==> config.mk <==
export PLATFORM = sky130hd
export DESIGN_NAME = muldiv_ctrl
export DESIGN_NICKNAME = d
export VERILOG_FILES = /design/src/rtl/muldiv_ctrl_pkg.sv /design/src/rtl/muldiv_iter.sv /design/src/rtl/muldiv_ctrl.sv
export SDC_FILE = /design/constraint.sdc
export NUM_CORES = 1
export LEC_CHECK = 0
export ABC_AREA = 1
export ABC_CLOCK_PERIOD_IN_PS = 2170
export CORE_MARGIN = 2
export CORE_UTILIZATION = 50
export DETAILED_ROUTE_END_ITERATION = 16
export PLACE_DENSITY = 0.79
export RECOVER_POWER = 50
export SYNTH_ARGS = -nofsm -noshare
export SYNTH_HDL_FRONTEND = slang
export SYNTH_SLANG_ARGS = --single-unit
==> constraint.sdc <==
create_clock -name clk -period 2.17 [get_ports clk]
set_clock_uncertainty 0.15 [all_clocks]
set_input_delay 0.434 -clock clk [delete_from_list [all_inputs] [get_ports clk]]
set_output_delay 0.434 -clock clk [all_outputs]
set_load 0.005 [all_outputs]
==> src/rtl/muldiv_ctrl_pkg.sv <==
// Shared definitions for the iterative multiply/divide sequencer.
// Latency: n/a (types and constants only).
// Backpressure: n/a.
package muldiv_ctrl_pkg;

  localparam int WIDTH_DEF = 32;

  typedef enum logic [1:0] {
    OP_MULT  = 2'b00,
    OP_MULTU = 2'b01,
    OP_DIV   = 2'b10,
    OP_DIVU  = 2'b11
  } op_e;

  typedef enum logic [1:0] {
    ST_IDLE = 2'b00,
    ST_PREP = 2'b01,
    ST_RUN  = 2'b10,
    ST_FIX  = 2'b11
  } state_e;

  function automatic logic op_is_div(input op_e o);
    return o[1];
  endfunction

  function automatic logic op_is_signed(input op_e o);
    return ~o[0];
  endfunction

endpackage

==> src/rtl/muldiv_iter.sv <==
// One radix-2 step: shift-add multiply or restoring-divide on a 2*WIDTH work register.
// Latency: purely combinational.
// Backpressure: none; the caller decides when the step result is registered.
module muldiv_iter
  import muldiv_ctrl_pkg::*;
#(
  parameter int WIDTH = WIDTH_DEF
) (
  input  logic [2*WIDTH-1:0] i_acc,
  input  logic [WIDTH-1:0]   i_opnd,
  input  logic               i_div,
  output logic [2*WIDTH-1:0] o_acc,
  output logic               o_qbit
);

  // Multiply: upper half plus multiplicand when the current multiplier bit is set.
  logic [WIDTH:0]   w_sum;
  // Divide: partial remainder after shifting in the next dividend bit (WIDTH+1 bits).
  logic [WIDTH:0]   w_rem_sh;
  logic             w_ge;
  logic [WIDTH-1:0] w_rem_nx;

  assign w_sum    = {1'b0, i_acc[2*WIDTH-1:WIDTH]} + (i_acc[0] ? {1'b0, i_opnd} : '0);
  assign w_rem_sh = i_acc[2*WIDTH-1:WIDTH-1];
  assign w_ge     = (w_rem_sh >= {1'b0, i_opnd});
  // When the subtraction succeeds the difference is below the divisor, so WIDTH bits hold it.
  assign w_rem_nx = w_ge ? (w_rem_sh[WIDTH-1:0] - i_opnd) : w_rem_sh[WIDTH-1:0];

  // Select the step flavour; for divide the quotient bit slot is left clear for the caller to merge.
  always_comb begin
    o_acc  = {w_sum, i_acc[WIDTH-1:1]};
    o_qbit = 1'b0;
    if (i_div) begin
      o_acc  = {w_rem_nx, i_acc[WIDTH-2:0], 1'b0};
      o_qbit = w_ge;
    end
  end

endmodule

==> src/rtl/muldiv_ctrl.sv <==
// Multiply/divide sequencer with HI/LO registers; one bit per cycle, stalls the pipe on HI/LO hazards.
// Latency: start at edge E0 -> HI/LO written and done raised at E0+WIDTH+2.
// Backpressure: stall while busy and the pipe wants start/mfhi/mflo/mthi/mtlo; held writes land once idle.
module muldiv_ctrl
  import muldiv_ctrl_pkg::*;
#(
  parameter int WIDTH = WIDTH_DEF
) (
  input  logic             clk,
  input  logic             rst_n,
  input  logic             start,
  input  logic [1:0]       op,
  input  logic [WIDTH-1:0] a,
  input  logic [WIDTH-1:0] b,
  input  logic             cancel,
  input  logic             hi_we,
  input  logic             lo_we,
  input  logic [WIDTH-1:0] wdata,
  input  logic             hilo_read,
  output logic             busy,
  output logic             done,
  output logic             stall,
  output logic [WIDTH-1:0] hi,
  output logic [WIDTH-1:0] lo
);

  localparam int             CW   = $clog2(WIDTH);
  localparam logic [CW-1:0]  LAST = CW'(WIDTH - 1);

  state_e             r_state;
  op_e                r_op;
  logic               r_busy;
  logic               r_done;
  logic [WIDTH-1:0]   r_hi;
  logic [WIDTH-1:0]   r_lo;
  logic [CW-1:0]      r_cnt;
  logic [2*WIDTH-1:0] r_acc;
  logic [WIDTH-1:0]   r_opnd;   // raw b in PREP, then |b| for the whole run
  logic [WIDTH-1:0]   r_a;      // raw a, kept for the divide-by-zero HI value
  logic               r_sa;
  logic               r_sb;

  logic               w_is_div;
  logic               w_sa;
  logic               w_sb;
  logic [WIDTH-1:0]   w_a_mag;
  logic [WIDTH-1:0]   w_b_mag;
  logic [2*WIDTH-1:0] w_step;
  logic               w_qbit;
  logic [2*WIDTH-1:0] w_acc_nx;
  logic [2*WIDTH-1:0] w_prod;
  logic [WIDTH-1:0]   w_quo;
  logic [WIDTH-1:0]   w_rem;
  logic [WIDTH-1:0]   w_res_hi;
  logic [WIDTH-1:0]   w_res_lo;

  assign w_is_div = op_is_div(r_op);
  assign w_sa     = op_is_signed(r_op) & r_a[WIDTH-1];
  assign w_sb     = op_is_signed(r_op) & r_opnd[WIDTH-1];
  // Negating 0x80000000 yields 0x80000000, which read unsigned is the required 2^31.
  assign w_a_mag  = w_sa ? -r_a : r_a;
  assign w_b_mag  = w_sb ? -r_opnd : r_opnd;

  muldiv_iter #(.WIDTH(WIDTH)) u_iter (
    .i_acc  (r_acc),
    .i_opnd (r_opnd),
    .i_div  (w_is_div),
    .o_acc  (w_step),
    .o_qbit (w_qbit)
  );

  assign w_acc_nx = {w_step[2*WIDTH-1:1], w_step[0] | w_qbit};

  // Sign fix-up and HI/LO mapping of the finished magnitude result.
  always_comb begin
    w_prod   = (r_sa ^ r_sb) ? -r_acc : r_acc;
    w_quo    = (r_sa ^ r_sb) ? -r_acc[WIDTH-1:0] : r_acc[WIDTH-1:0];
    w_rem    = r_sa ? -r_acc[2*WIDTH-1:WIDTH] : r_acc[2*WIDTH-1:WIDTH];
    w_res_hi = w_prod[2*WIDTH-1:WIDTH];
    w_res_lo = w_prod[WIDTH-1:0];
    if (w_is_div) begin
      if (r_opnd == '0) begin
        w_res_hi = r_a;
        w_res_lo = '1;
      end else begin
        w_res_hi = w_rem;
        w_res_lo = w_quo;
      end
    end
  end

  // Sequencer FSM with registered busy/done and the architectural HI/LO registers.
  always_ff @(posedge clk or negedge rst_n) begin
    if (!rst_n) begin
      r_state <= ST_IDLE;
      r_op    <= OP_MULT;
      r_busy  <= 1'b0;
      r_done  <= 1'b0;
      r_hi    <= '0;
      r_lo    <= '0;
      r_cnt   <= '0;
      r_acc   <= '0;
      r_opnd  <= '0;
      r_a     <= '0;
      r_sa    <= 1'b0;
      r_sb    <= 1'b0;
    end else begin
      r_done <= 1'b0;
      if (r_state == ST_IDLE) begin
        // Moves land only when idle; while busy the pipe is stalled and keeps them asserted.
        if (hi_we) r_hi <= wdata;
        if (lo_we) r_lo <= wdata;
        if (start && !cancel) begin
          r_state <= ST_PREP;
          r_busy  <= 1'b1;
          r_op    <= op_e'(op);
          r_a     <= a;
          r_opnd  <= b;
        end
      end else if (cancel) begin
        r_state <= ST_IDLE;
        r_busy  <= 1'b0;
        r_cnt   <= '0;
      end else begin
        case (r_state)
          ST_PREP: begin
            r_sa    <= w_sa;
            r_sb    <= w_sb;
            r_acc   <= {{WIDTH{1'b0}}, w_a_mag};
            r_opnd  <= w_b_mag;
            r_cnt   <= '0;
            r_state <= ST_RUN;
          end
          ST_RUN: begin
            r_acc <= w_acc_nx;
            if (r_cnt == LAST) begin
              r_cnt   <= '0;
              r_state <= ST_FIX;
            end else begin
              r_cnt <= r_cnt + 1'b1;
            end
          end
          default: begin
            r_hi    <= w_res_hi;
            r_lo    <= w_res_lo;
            r_done  <= 1'b1;
            r_busy  <= 1'b0;
            r_state <= ST_IDLE;
          end
        endcase
      end
    end
  end

  assign busy  = r_busy;
  assign done  = r_done;
  assign stall = r_busy & (start | hilo_read | hi_we | lo_we);
  assign hi    = r_hi;
  assign lo    = r_lo;

endmodule

# Word-level counts from Yosys, hierarchy flattened
# Index checks and enable logic that the tools add are counted.
[word_totals]
wordCells = 101
ff_bits = 205
[classes]
n_mux = 41
n_reduce_logical = 18
bitwise = 11
add_sub_neg = 8
magnitude_cmp = 1
eq_ne = 10
[op_table]
columns = ["cell", "count"]
rows = [
  ["$mux W32", 22],
  ["$mux W64", 2],
  ["$neg A32 Y32", 4],
  ["$pmux W64 S2", 1],
  ["$neg A64 Y64", 1],
  ["$add A32 B33 Y33", 1],
  ["$ge A33 B32 Y1", 1],
  ["$logic_not A32 Y1", 1],
  ["$sub A32 B32 Y32", 1],
  ["$reduce_and A3 Y1", 4],
  ["$mux W5", 2],
  ["$pmux W5 S2", 1],
  ["$mux W1", 8],
  ["$mux W2", 4],
  ["$reduce_and A2 Y1", 4],
  ["$ne A2 B1 Y1 const B", 3],
  ["$reduce_bool A2 Y1", 3],
  ["$add A5 B1 Y5 const B", 1],
  ["$eq A5 B5 Y1 const B", 1],
  ["$ne A2 B2 Y1 const B", 2],
  ["$ne A4 B4 Y1 const B", 1],
  ["$or A1 B1 Y1", 4],
  ["$pmux W2 S2", 1],
  ["$reduce_and A4 Y1", 1],
  ["other kinds (11)", 15],
]

# Longest topological paths before layout
[depth]
depth_word = 7
mapped_depth = 21
ltp_nobuf = 19

# Hierarchy
# Synthesis repeated with hierarchy kept, for this count alone.
[unflattened]
cells_unflattened = 3404
hier_area_um2 = 20109.3
[modules_own_cells]
columns = ["mod", "seq_area_each_um2", "instances", "area_each_um2", "cells_each"]
rows = [
  ["muldiv_ctrl", 5129.9, 1, 13932.1, 2136],
  ["muldiv_iter", 0.0, 1, 6177.2, 1268],
]

# Worst setup path before layout
# Ideal clock, no wire load.
[synth_timing]
kind = "register to register"
startpoint = "reg r_acc[0]"
endpoint = "reg r_acc[53]"
setup_slack_ns = -0.217
required_ns = 1.903
synth_period_minus_slack_ns = 2.387
n_path_buf = 2
setup_ns = 0.117
stages_incl_launch_ff = 16
t_arrival_ns = 2.119
path_cell_list = "dfrtp_1 -> buf_2 -> clkbuf_1 -> nand2_1 -> inv_1 -> ha_1 -> a21oi_1 -> o21ai_0 -> a21oi_1 -> o21ai_0 -> nand2_1 -> nand2_1 -> nand2_1 -> nand3_1 -> nand3_1 -> nand2_1"
[synth_via]
elab_chain_cells = 4
[synth_rtl]
columns = ["element", "line", "rtl"]
rows = [
  ["from (decl)", "muldiv_ctrl.sv:37", "logic [2*WIDTH-1:0] r_acc;"],
  ["from (signal assigned)", "muldiv_ctrl.sv:129", "r_acc <= {{WIDTH{1'b0}}, w_a_mag};"],
  ["from (signal assigned)", "muldiv_ctrl.sv:135", "r_acc <= w_acc_nx;"],
  ["$mux W32", "muldiv_iter.sv:23", "assign w_sum = {1'b0, i_acc[2*WIDTH-1:WIDTH]} + (i_acc[0] ? {1'b0, i_opnd} : '0);"],
  ["$add A32 B33 Y33", "muldiv_iter.sv:23", ""],
  ["$mux W64", "muldiv_iter.sv:33", "if (i_div) begin"],
  ["$pmux W64 S2", "muldiv_ctrl.sv:125", "case (r_state)"],
]
# No other way between the ends.
# A chain may end at the register's enable or synchronous reset.

# Worst setup path in the final report
[layout_timing]
startpoint = "reg r_acc[0]"
endpoint = "reg r_acc[58]"
# The elaborated chain is that of the path after synthesis.

==> flow_summary.html <==
<table>
<tr><th>Metric</th><th>Value</th></tr>
<tr><th colspan="2">Placement</th></tr>
<tr><td>DP Cell Count</td><td>4,483</td></tr>
<tr><td>Standard cell area after detailed placement</td><td>0.0271 sq mm</td></tr>
<tr><td>Count of buffers from port buffering</td><td>171</td></tr>
<tr><td>Post-DP HPWL</td><td>between 70,000 and 80,000 microns</td></tr>
<tr><td>Placer Congestion</td><td>around 1.1</td></tr>
<tr><th colspan="2">Die</th></tr>
<tr><td>Die area</td><td>0.0412 sq mm</td></tr>
<tr><td>Placeable core region</td><td>0.0388 sq mm</td></tr>
<tr><td>Number of top-level design ports</td><td>between 150 and 200</td></tr>
<tr><td>Row count</td><td>a little over 70</td></tr>
<tr><td>Die X-Extent</td><td>~200 microns</td></tr>
<tr><td>Chip Height</td><td>203 microns</td></tr>
<tr><td>Initial cell density of the core</td><td>0.510</td></tr>
<tr><th colspan="2">GRT</th></tr>
<tr><td>Congestion Overflow GR</td><td>0</td></tr>
<tr><td>Maximum number of pins on one net before global-route repair</td><td>about 110</td></tr>
<tr><td>Global-route wire length before repair</td><td>141,000 microns</td></tr>
<tr><td>Total global-route track usage</td><td>0.446</td></tr>
<tr><td>Via count of the first global-routing pass</td><td>24,500</td></tr>
<tr><td>Initial antenna violation count</td><td>5</td></tr>
<tr><th colspan="2">Synthesis</th></tr>
<tr><td>Post-synthesis cell area</td><td>0.0198 sq mm</td></tr>
<tr><td>Number of warnings reported in the yosys synthesis log</td><td>0</td></tr>
<tr><td>Number of nets in the synthesized netlist</td><td>about 3,500</td></tr>
<tr><td>Gate count after technology mapping</td><td>3,325</td></tr>
<tr><td>Count of flip-flops with a built-in enable after synthesis</td><td>0</td></tr>
<tr><td>Sequential-to-total area share from yosys stat</td><td>0.259</td></tr>
<tr><td>Synth unique cells</td><td>55</td></tr>
<tr><td>Syn_area_per_cell</td><td>5.95 sq um</td></tr>
<tr><td>Share of synthesized flip-flops with an asynchronous set or reset</td><td>1.00</td></tr>
<tr><td>Top cell type by total area after synthesis</td><td>sky130_fd_sc_hd__dfrtp_1</td></tr>
<tr><td>Proportion of netlist area held by the largest area contributor</td><td>0.259</td></tr>
<tr><td>Number of flip-flops and latches in the synthesized netlist</td><td>205</td></tr>
<tr><td>Most frequently used flop master after synthesis</td><td>sky130_fd_sc_hd__dfrtp_1</td></tr>
<tr><td>Leading cell types by total area after synthesis</td><td>sky130_fd_sc_hd__dfrtp_1 (26%), sky130_fd_sc_hd__nand2_1 (20%), sky130_fd_sc_hd__nor2_1 (8.4%), sky130_fd_sc_hd__nand3_1 (7.5%), sky130_fd_sc_hd__inv_1 (6.7%)</td></tr>
<tr><th colspan="2">Setup path</th></tr>
<tr><td>Required time at the endpoint of the critical path</td><td>2.53 ns</td></tr>
<tr><td>Register-to-Register Setup Slack</td><td>-0.49 ns</td></tr>
<tr><td>Classification of the worst setup path</td><td>flip-flop to flip-flop</td></tr>
<tr><td>Crit start category</td><td>flip-flop</td></tr>
<tr><td>Worst Path Max Fanout</td><td>12</td></tr>
<tr><td>Worst setup EP type</td><td>flip-flop</td></tr>
<tr><td>Critical path arrival</td><td>3.02 ns</td></tr>
<tr><td>RR Startpoint</td><td>r_acc[0]$_DFFE_PN0P_</td></tr>
<tr><td>FF-to-FF End</td><td>r_acc[58]$_DFFE_PN0P_</td></tr>
<tr><td>Number of cell instances on the worst register-to-register path</td><td>17</td></tr>
<tr><th colspan="2">Outcome</th></tr>
<tr><td>Run status</td><td>finished, violations left</td></tr>
<tr><td>Violated checks</td><td>negative setup slack</td></tr>
<tr><th colspan="2">Power and ir drop</th></tr>
<tr><td>Max rail drop VDD</td><td>1.73 mV</td></tr>
<tr><td>Power per Cell Area</td><td>1800 mW/mm^2</td></tr>
<tr><td>Total leakage power</td><td>15.1 nW</td></tr>
<tr><td>Power after layout</td><td>roughly 56 mW</td></tr>
<tr><th colspan="2">CTS</th></tr>
<tr><td>TritonCTS clock tree</td><td>yes</td></tr>
<tr><td>Buffer levels on the longest clock path</td><td>3</td></tr>
<tr><td>Insertion delay of the later-clocked pin in the worst-skew pair</td><td>0.59 ns</td></tr>
<tr><td>Maximum level of the CTS H-tree</td><td>1</td></tr>
<tr><td>Clock slew at reported path FFs</td><td>approximately 0.070 ns</td></tr>
<tr><td>Clock tree root buffer cell</td><td>sky130_fd_sc_hd__clkbuf_16</td></tr>
<tr><td>Total CTS buffers</td><td>25</td></tr>
<tr><td>Sink Count</td><td>205</td></tr>
<tr><th colspan="2">STA</th></tr>
<tr><td>Max Clock Freq</td><td>376 MHz</td></tr>
<tr><td>Hold violation total from the final report</td><td>0</td></tr>
<tr><td>Slew Limit Headroom</td><td>0.248</td></tr>
<tr><td>Setup repair after global routing missed its margin</td><td>yes</td></tr>
<tr><td>Fin. max-slew vios</td><td>0</td></tr>
<tr><td>Final WS setup</td><td>-0.490 ns</td></tr>
<tr><td>Time the worst path needs with I/O delays and setup</td><td>2.66 ns</td></tr>
<tr><td>Number of failing setup endpoints in the final timing report</td><td>111</td></tr>
<tr><td>Measured slew at the worst slew-check pin</td><td>approximately 1.1 ns</td></tr>
<tr><td>Part of the cycle the worst path needs</td><td>1.23</td></tr>
<tr><th colspan="2">Drt</th></tr>
<tr><td>Met1 wire length</td><td>39,400 microns</td></tr>
<tr><td>Antenna Nets Post-Route</td><td>0</td></tr>
<tr><td>Routed met2 length</td><td>40,800 microns</td></tr>
<tr><td>Routed length on met3</td><td>between 10,000 and 15,000 microns</td></tr>
<tr><td>Uppermost metal layer occupied by signal nets</td><td>met5</td></tr>
<tr><td>Avg Vias per Cell</td><td>just under 6</td></tr>
<tr><td>Starting DRT DRC Count</td><td>3,657</td></tr>
<tr><td>Routed length per placed instance</td><td>21.2 microns</td></tr>
<tr><td>Final wirelength</td><td>97,600 microns</td></tr>
<tr><td>Number of search-and-repair iterations in the first detailed-routing pass</td><td>9</td></tr>
<tr><td>Total number of vias</td><td>26,700</td></tr>
<tr><td>Number of remaining DRC errors</td><td>0</td></tr>
<tr><th colspan="2">Layout</th></tr>
<tr><td>Layout overhead on the synthesized area</td><td>56.7%</td></tr>
<tr><td>Non-filler instance count after layout</td><td>about 4,600</td></tr>
<tr><td>Finished Cell Area</td><td>between 0.03 and 0.04 sq mm</td></tr>
<tr><td>Net count of the finished layout</td><td>between 4,000 and 5,000</td></tr>
<tr><td>Fraction of final layout cells with drive strength greater than 1</td><td>0.330</td></tr>
<tr><th colspan="2">Job</th></tr>
<tr><td>Max-Cap Viols</td><td>0</td></tr>
<tr><th colspan="2">Worst hold path</th></tr>
<tr><td>Worst Hold Path EP</td><td>r_a[29]$_DFFE_PN0P_</td></tr>
<tr><td>Launch instance of the worst min-delay path</td><td>a[29]</td></tr>
<tr><td>Worst min-delay path category</td><td>primary input to flip-flop</td></tr>
<tr><td>Instance count along the most critical hold path</td><td>3</td></tr>
</table>
critical path: stages, from the launching register on:
cell                      delay, ns
sky130_fd_sc_hd__dfrtp_2       0.45
sky130_fd_sc_hd__buf_12        0.17
sky130_fd_sc_hd__buf_12        0.13
sky130_fd_sc_hd__nand2_1       0.07
sky130_fd_sc_hd__inv_1         0.07
sky130_fd_sc_hd__ha_4          0.30
sky130_fd_sc_hd__nand2_1       0.10
sky130_fd_sc_hd__nor2_4        0.15
sky130_fd_sc_hd__nand2_2       0.08
sky130_fd_sc_hd__nand2_2       0.13
sky130_fd_sc_hd__nand2_2       0.07
sky130_fd_sc_hd__nand2_2       0.11
sky130_fd_sc_hd__nand2_1       0.09
sky130_fd_sc_hd__a21oi_1       0.15
sky130_fd_sc_hd__nor2_1        0.06
sky130_fd_sc_hd__nor2_1        0.14
sky130_fd_sc_hd__nand2_1       0.09
sky130_fd_sc_hd__nand2_1       0.06
metrics by stage:
stage          worst slack, ns  setup TNS (ns)  utilization  hold WS (ns)
6_report                -0.490          -32.35        0.799         0.259
5_1_grt                 -0.516          -42.52        0.799         0.299
4_1_cts                 -0.359          -20.62        0.766         0.216
3_5_place_dp            -0.540          -40.45        0.698         0.252
3_3_place_gp            -0.487          -36.24        0.698         0.252
2_1_floorplan         -0.00528         -0.0101            -       -0.0116
registers in the layout, indices dropped and copies added (netlist names), 2 cells and up:
name / flops
r_cnt: 5
hi: 32
lo: 32
r_state: 2
r_op: 2
r_opnd: 32
r_acc: 64
r_a: 32
repair_timing:
action                                  4_1_cts  5_1_grt
gates resized for setup                     372      299
cloned                                        4        3
setup buffers                                52       21
endpoints found under the hold margin        52        0
pin swaps                                   143      109
endpoints found under the setup margin      116      134
hold buffers                                  1        0
Yosys cell counts (all sizes together) (16+ instances only):
cell type	instances
nand2	1065
nor2	460
inv	373
nand3	299
o21ai	241
a21oi	233
dfrtp	205
clkbuf	75
ha	73
xor2	65
nand4	46
buf	43
nor3	25
a31oi	22
o211ai	17
o22ai	16
report_power, final:
| group | internal (mW) | switching, mW |
|---|---|---|
| logic | 18.4 | 25.6 |
| registers | 5.66 | 1.58 |
| clock network | 2.60 | 1.86 |
| total | 26.7 | 29.1 |
logic make-up after synthesis:
kind of cell / after synthesis / share of synthesized area
buffers and inverters: 493 / 0.101
adders and majority gates: 75 / 0.0482
and+or+nand+nor: 1925 / 0.406
AOI/OAI and AO/OA: 553 / 0.153
xor gates and xnor gates: 74 / 0.0337
DFF: 205 / 0.259
area by class of cell:
type / instances / area (sq um)
Multi-Input combinational cell: 2629 / 15600
Fill cell: 2752 / 7800
Timing Repair Buffer: 833 / 7330
Sequential cell: 205 / 5160
Inverter: 375 / 1430
Clock buffer: 39 / 748
Tap cell: 518 / 648
Clock inverter: 7 / 96.3
Antenna cell: 2 / 5.00
per-layer routing:
layer | GRT usage | vias up
met5 | 0 | -
met2 | 0.658 | 1734
met4 | 0.167 | 6
met3 | 0.127 | 325
met1 | 0.619 | 12400
li1 | - | 12200
how the worst max path moves through the flow:
stage | start | depth (start not counted) | end | slack [ns]
detailed placement | r_acc[0]$_DFFE_PN0P_ | 16 | r_acc[42]$_DFFE_PN0P_ | -0.54
finish | r_acc[0]$_DFFE_PN0P_ | 17 | r_acc[58]$_DFFE_PN0P_ | -0.49
global placement | r_acc[0]$_DFFE_PN0P_ | 16 | r_acc[57]$_DFFE_PN0P_ | -0.49
floorplan | r_acc[0]$_DFFE_PN0P_ | 21 | r_acc[62]$_DFFE_PN0P_ | -0.005
CTS | r_acc[0]$_DFFE_PN0P_ | 19 | r_acc[54]$_DFFE_PN0P_ | -0.36
global route | r_acc[0]$_DFFE_PN0P_ | 16 | r_acc[43]$_DFFE_PN0P_ | -0.52
placed cells by master, fill, tap and decap left out, drive strengths merged, types with 3 or more instances in the layout:
cell type         n
or2               8
a21oi           233
o22ai            16
clkbuf           47
and2              3
clkdlybuf4s50   169
nor2            460
dfrtp           205
buf             654
nand2          1066
nor4              4
o21bai            7
clkinv            6
o21ai           241
inv             372
xnor2             9
a31oi            22
a22oi             7
o211ai           17
nor3             25
ha               73
xor2             65
nand3           299
nand3b           15
nand4            46
Power figures use the tool's default switching activity.
